### src/rtl/axis_sm_fifo.sv
// rtl/axis_sm_fifo.sv - AXI-Stream FIFO between FIR output and Wishbone bridge; optional flush via AXIS_SM_FIFO_FLUSH_EN
//
// First-word fall-through FIFO of {tlast, tdata} entries. Write-side
// readiness depends only on registered occupancy, so there is no
// combinational path from m_tready to s_tready. When the FIFO is full, a
// pop in the same cycle does not free a slot for a push. The freed slot
// becomes available on the following cycle.
// Define AXIS_SM_FIFO_FLUSH_EN to add the synchronous flush input.
module axis_sm_fifo #(
  parameter int DATA_WIDTH = 32,
  parameter int DEPTH      = 8,
  parameter int ADDR_BITS  = 3
) (
  input  logic                  wb_clk_i,
  input  logic                  wb_rst_i,
`ifdef AXIS_SM_FIFO_FLUSH_EN
  input  logic                  flush,
`endif
  input  logic                  s_tvalid,
  input  logic [DATA_WIDTH-1:0] s_tdata,
  input  logic                  s_tlast,
  output logic                  s_tready,
  output logic                  m_tvalid,
  output logic [DATA_WIDTH-1:0] m_tdata,
  output logic                  m_tlast,
  input  logic                  m_tready,
  output logic [ADDR_BITS:0]    level,
  output logic [15:0]           frame_cnt
);

  localparam logic [ADDR_BITS:0]   LEVEL_FULL = (ADDR_BITS + 1)'(DEPTH);
  localparam logic [ADDR_BITS:0]   LEVEL_ONE  = (ADDR_BITS + 1)'(1);
  localparam logic [ADDR_BITS-1:0] PTR_ONE    = ADDR_BITS'(1);

  logic [DATA_WIDTH:0]   mem_q [DEPTH];
  logic [ADDR_BITS-1:0]  wr_ptr_q, wr_ptr_d;
  logic [ADDR_BITS-1:0]  rd_ptr_q, rd_ptr_d;
  logic [ADDR_BITS:0]    level_q, level_d;
  logic [15:0]           frame_cnt_q, frame_cnt_d;
  logic [DATA_WIDTH:0]   head;
  logic                  flush_w;
  logic                  push;
  logic                  pop;

`ifdef AXIS_SM_FIFO_FLUSH_EN
  assign flush_w = flush;
`else
  assign flush_w = 1'b0;
`endif

  // Handshake outputs: ready and valid come from registered occupancy only
  assign s_tready = (level_q != LEVEL_FULL) & ~wb_rst_i & ~flush_w;
  assign m_tvalid = (level_q != '0);
  assign head     = mem_q[rd_ptr_q];
  assign m_tdata  = head[DATA_WIDTH-1:0];
  assign m_tlast  = head[DATA_WIDTH];

  assign level     = level_q;
  assign frame_cnt = frame_cnt_q;

  // A push is already blocked during flush because s_tready is low then
  assign push = s_tvalid & s_tready;
  assign pop  = m_tvalid & m_tready & ~flush_w;

  // Next-state for pointers, occupancy and frame counter
  always_comb begin
    wr_ptr_d    = wr_ptr_q;
    rd_ptr_d    = rd_ptr_q;
    level_d     = level_q;
    frame_cnt_d = frame_cnt_q;
    if (flush_w) begin
      wr_ptr_d = '0;
      rd_ptr_d = '0;
      level_d  = '0;
    end else begin
      if (push) begin
        wr_ptr_d = wr_ptr_q + PTR_ONE;
      end
      if (pop) begin
        rd_ptr_d = rd_ptr_q + PTR_ONE;
        if (m_tlast) begin
          frame_cnt_d = frame_cnt_q + 16'd1;
        end
      end
      case ({push, pop})
        2'b10:   level_d = level_q + LEVEL_ONE;
        2'b01:   level_d = level_q - LEVEL_ONE;
        default: level_d = level_q;
      endcase
    end
  end

  // Control state with asynchronous reset that discards all buffered beats
  always_ff @(posedge wb_clk_i or posedge wb_rst_i) begin
    if (wb_rst_i) begin
      wr_ptr_q    <= '0;
      rd_ptr_q    <= '0;
      level_q     <= '0;
      frame_cnt_q <= '0;
    end else begin
      wr_ptr_q    <= wr_ptr_d;
      rd_ptr_q    <= rd_ptr_d;
      level_q     <= level_d;
      frame_cnt_q <= frame_cnt_d;
    end
  end

  // Storage array: data is never reset, only the pointers qualify it
  always_ff @(posedge wb_clk_i) begin
    if (push) begin
      mem_q[wr_ptr_q] <= {s_tlast, s_tdata};
    end
  end

endmodule

### config.mk
export PLATFORM = sky130hd
export DESIGN_NAME = axis_sm_fifo
export DESIGN_NICKNAME = d
export VERILOG_FILES = /design/src/rtl/axis_sm_fifo.sv
export SDC_FILE = /design/constraint.sdc
export NUM_CORES = 1
export LEC_CHECK = 0
export BUFFER_PORTS_ARGS = -buffer_cell sky130_fd_sc_hd__buf_2
export CORE_AREA = 2 2 148 150
export DETAILED_ROUTE_END_ITERATION = 16
export DIE_AREA = 0 0 150 152
export GPL_TIMING_DRIVEN = 0
export PLACE_DENSITY = 0.75
export SETUP_SLACK_MARGIN = 0.1
export SYNTH_ARGS = -nofsm -noshare
export SYNTH_HDL_FRONTEND = slang
export SYNTH_SLANG_ARGS = --single-unit
export TNS_END_PERCENT = 100
### constraint.sdc
create_clock -name wb_clk_i -period 4 [get_ports wb_clk_i]
set_clock_uncertainty 0.15 [all_clocks]
set_input_delay 0.8 -clock wb_clk_i [delete_from_list [all_inputs] [get_ports wb_clk_i]]
set_output_delay 0.8 -clock wb_clk_i [all_outputs]
set_load 0.02 [all_outputs]
-- Yosys cells after proc, flatten, opt, wreduce, memory -nomap -nowiden
Memory sizes are Yosys's and may differ from the RTL's.
Index checks and enable logic that the tools add are counted.
- bits in registers: 26
- bits in latches: 0
- bits in writable memories: 264
- memory bits (read-only): 0
- input bits: 37
- output and inout port bits: 55
- memories: 1
- memory list (memory ; words ; width ; rd ports ; clocked after Yosys merged registers in ; wr ports ; line ; RTL):
    mem_q ; 8 ; 33 ; 1 ; 0 ; 1 ; 35 ; logic [DATA_WIDTH:0] mem_q [DEPTH];
- $add $sub $neg: 5
- multiply operators: 0
- divide/modulo/power cells: 0
- magnitude comparators: 0
- eq/ne operators: 3
- shift-type cells: 0
- multiplexer cells: 3
- bitwise operators: 4
- reduce and logical (&&, ||, !) cells: 3
- operators by type and width (operator ; number):
    $add 16x1->16 const B ; 1
    $pmux 4 s2 ; 1
    $add 3x1->3 const B ; 2
    $add 4x1->4 const B ; 1
    $ne 4x4->1 const B ; 1
    $reduce_bool 4->1 ; 1
    $sub 4x1->4 const B ; 1
    $and 1x1->1 ; 3
    $eq 2x1->1 const B ; 1
    $eq 2x2->1 const B ; 1
    $mux 1 ; 2
    $reduce_and 2->1 ; 1
    $reduce_bool 2->1 ; 1
    $not 1->1 ; 1

-- Logic depth before layout (Yosys ltp)
- depth after elaboration: 5
- mapped depth: 13
- gate-level depth less buffers: 11

-- Least setup slack after synthesis
No wires, ideal clock.
- kind: in2reg
- from: input wb_rst_i
- to: memory mem_q[0][0] (netlist bit), enable pin
- arrival time: 3.977 ns
- data required time: 3.386 ns
- setup slack: -0.591 ns
- stages: 5
- buffers on the path: 1
- cell sequence: a21oi_1 and2_1 clkbuf_1 nand2b_1 nor3_1
- word-level cells in the longest chain between the ends: 5
- ends and longest elaborated chain (what ; line ; RTL):
    from (decl) ; 15 ; input logic wb_rst_i,
    $not 1->1 ; 52 ; assign s_tready = (level_q != LEVEL_FULL) & ~wb_rst_i & ~flush_w;
    $and 1x1->1 ; 52 ;
    $and 1x1->1 ; 62 ; assign push = s_tvalid & s_tready;
    $mux 1 ; 110 ; if (push) begin
    $mux 1 (not written as such) ; 111 ; mem_q[wr_ptr_q] <= {s_tlast, s_tdata};
    to (decl) ; 35 ;
Every way passes these cells.

-- Worst setup path after layout
- from: register rd_ptr_q[1]
- to: output m_tdata[17]
- word-level cells in the longest chain between the ends: 1
- ends and longest elaborated chain (what ; line ; RTL):
    from (decl) ; 37 ; logic [ADDR_BITS-1:0] rd_ptr_q, rd_ptr_d;
    from (signal assigned) ; 102 ; rd_ptr_q <= rd_ptr_d;
    $mem_v2 8x33 ; -- ;
    to (decl) ; 24 ; output logic [DATA_WIDTH-1:0] m_tdata,
Every way passes these cells.

==> flow_summary.toml <==
[global_routing]
grt_max_degree = 27
grt_usage = 0.201
antenna_found_initial = 2
grt_pass1_wl_um = 34200
grt_pass1_vias = 5799
overflow = 0

[synth]
synth.area.top_cells = "edfxtp_1, mux4_2, dfrtp_1, mux2_2, xor2_1"
synth-seq-cells = 290
synth_top_cell_area_share = 0.699
synth-async-reset-ratio = 0.0897
postSynthAreaPerCell_um2 = 21.9
synthCells = 518
yosys.area.top_type = "edfxtp_1"
synth-warning-count = 0
ys_seq_area_frac = 0.757
synth-main-ff-cell = "edfxtp_1"
synth_area_um2 = 11300
synth_edf_count = 264
synth_cell_types = 34
syn-num-nets = 561

[setup_path]
path_class = "register to primary output"
slowest_stage = "clkbuf_1"
crit_top_cell = "buf_2"
crit_arrival_ns = 2.81
worstSetupEndpointType = "primary output"
critPathLaunchType = "register"
slowest_delay_ns = 0.61
crit_fanout = 10
crit_required_ns = 3.05
cp_cell_sequence = "buf_2 -> clkbuf_1 -> mux4_2 -> mux2_2 -> buf_2"

[clock_tree]
htree_levels = 1
cts_setup_buffers = 0
clkLatencyLatePin_ns = 0.55
cts_resized = 0
clockBufferDepth = 3
numCtsBuffers = 29
root_buffer = "clkbuf_16"
cts.sinks = 290
cts_tree = "built"
clk_pin_slew_ns = 0.06
hold_buffers = 0

[die]
die_x_um = 150
design.core.area_um2 = 21400
placementRows = 54
fp.dieH_um = 152
fp.dieArea_um2 = 22800
start_util = 0.531
io-pin-count = 92

[timing]
fin_crit_sh = 0.941
setup-tns-final_ns = 0
clock.fmax_mhz = 266
rsz0062_at_grt = "false"
maxSlewHeadroom = 0.340
setup_viol = 0
finalCriticalPeriod_ns = 3.76
finalHoldViolCount = 0
fin_ws_ns = 0.235
slew_violations = 0
tightest_slew_ns = 0.989

[power]
power.leakage_nw = 4.61
power_density_nw_per_um2 = 706
max-vdd-ir-drop_mv = 0.372

[detailed_routing]
ant_nets = 0
first_pass_iters = 4
via_count = 5425
detail_route.vias_per_cell = 5.69
drc = 0
wl_per_cell_um = 23.1
totalWireLength_um = 22000
dr.first_iter.drc_count = 497

[placed_design]
place_hpwl_um = 13800
preCtsSetupSlack_ns = 0.724
place_congestion = 0.752
numPortBuffers = 91

[flow_run]
cap_violations = 0

[final_layout]
synthToLayoutAreaGrowth_pct = 18.0
num-nets-final = 693
drive_gt1_frac = 0.401
final_util = 0.626

[worst_hold_path]
hold_path_class = "register to register"

[status]
status = "finished clean"
[cells by family after synthesis]
family / synth area share
flip-flops: 0.757
multiplexers: 0.165
adder cells (fa/ha/maj): 0.00662
AND/OR/NAND/NOR: 0.0351
XOR/XNOR: 0.0185
buffers and inverters: 0.0151
AO/OA/AOI/OAI: 0.00232
[flip-flops by register name (all words and copies together), names as in the netlist]
| name | flops |
|---|---|
| frame_cnt | 16 |
| level | 4 |
| mem_q | 264 |
| wr_ptr_q | 3 |
| rd_ptr_q | 3 |
[area by class of cell]
type	instances	area, µm²
inverter	4	17.5
buffer	23	154
multi-input combinational	201	2650
timing repair buffer	101	693
sequential	290	8580
fill	1449	7980
antenna	1	2.50
clock buffer	34	744
tap	280	350
clock inverter	20	183
[synthesized netlist by cell type (3+ instances only)]
library cell and count:
mux2_2 34, nand3b_1 4, dfrtp_1 26, nor2_1 11, a21oi_1 3, edfxtp_1 264
nand3_1 6, mux4_2 64, mux2i_1 4, buf_2 3, ha_1 6, nor3_1 7
xor2_1 19, buf_6 8, and3_1 3, nand2_1 15, nand2b_1 4, inv_1 3
nor4_2 6, clkbuf_1 10, xnor2_1 5
[per-layer routing]
| layer | up-vias | wire length (µm) | GRT usage |
|---|---|---|---|
| met4 | 0 | 437 | 0.0606 |
| li1 | 2391 | - | - |
| met1 | 2840 | 8890 | 0.277 |
| met5 | - | 0 | 0 |
| met3 | 34 | 1370 | 0.0351 |
| met2 | 160 | 11300 | 0.333 |
[metrics by stage]
step	instance area (µm²)	hold slack [ns]	power [mW]	cells
floorplan	11300	0.330	5.97	518
CTS	13400	0.322	9.57	953
global route	13400	0.341	9.86	953
global placement	12200	0.305	6.77	889
detailed placement	12400	0.311	6.94	899
finish	13400	0.315	9.45	954
[worst max-delay path, delay by kind of cell, from the launching register on]
family | cells | cell delay [ns]
buffers and inverters | 3 | 1.08
muxes | 2 | 0.71
DFF | 1 | 0.46
[cells in the final DEF (no fill, tap or decap), drive strengths merged]
cell	Yosys	routed
a21oi	3	3
and2	1	1
and3	3	3
buf	13	114
bufinv	0	3
clkbuf	10	44
clkinv	0	16
dfrtp	26	26
diode	0	1
edfxtp	264	264
ha	6	6
inv	4	5
mux2	35	35
mux2i	4	4
mux4	64	64
nand2	16	16
nand2b	4	4
nand3	6	6
nand3b	4	4
nand4	3	3
nor2	11	11
nor3	7	7
nor4	6	6
nor4b	1	1
o21ai	1	1
o22ai	1	1
or4	1	1
xnor2	5	5
xor2	19	19
[path summary, 6_finish.rpt]
path,startpoint,to,slack (ns),depth (start not counted)
setup / recovery,rd_ptr_q[1]$_DFFE_PP0P_,m_tdata[17],0.24,5
hold / removal,frame_cnt[15]$_DFFE_PP0P_,frame_cnt[15]$_DFFE_PP0P_,0.32,1
setup reg to reg,level[0]$_DFFE_PP0P_,mem_q[0][2]$_DFFE_PP_,1.06,8
hold reg to reg,frame_cnt[15]$_DFFE_PP0P_,frame_cnt[15]$_DFFE_PP0P_,0.32,1
max in group asynchronous,wb_rst_i,rd_ptr_q[1]$_DFFE_PP0P_,2.76,2
min in group asynchronous,wb_rst_i,level[2]$_DFFE_PP0P_,0.33,2
[where the power goes]
group / switching [mW] / internal (mW)
clock network: 1.09 / 1.53
registers: 0.162 / 3.61
logic: 1.68 / 1.38
No activity file was read; power rests on OpenSTA's default activity.
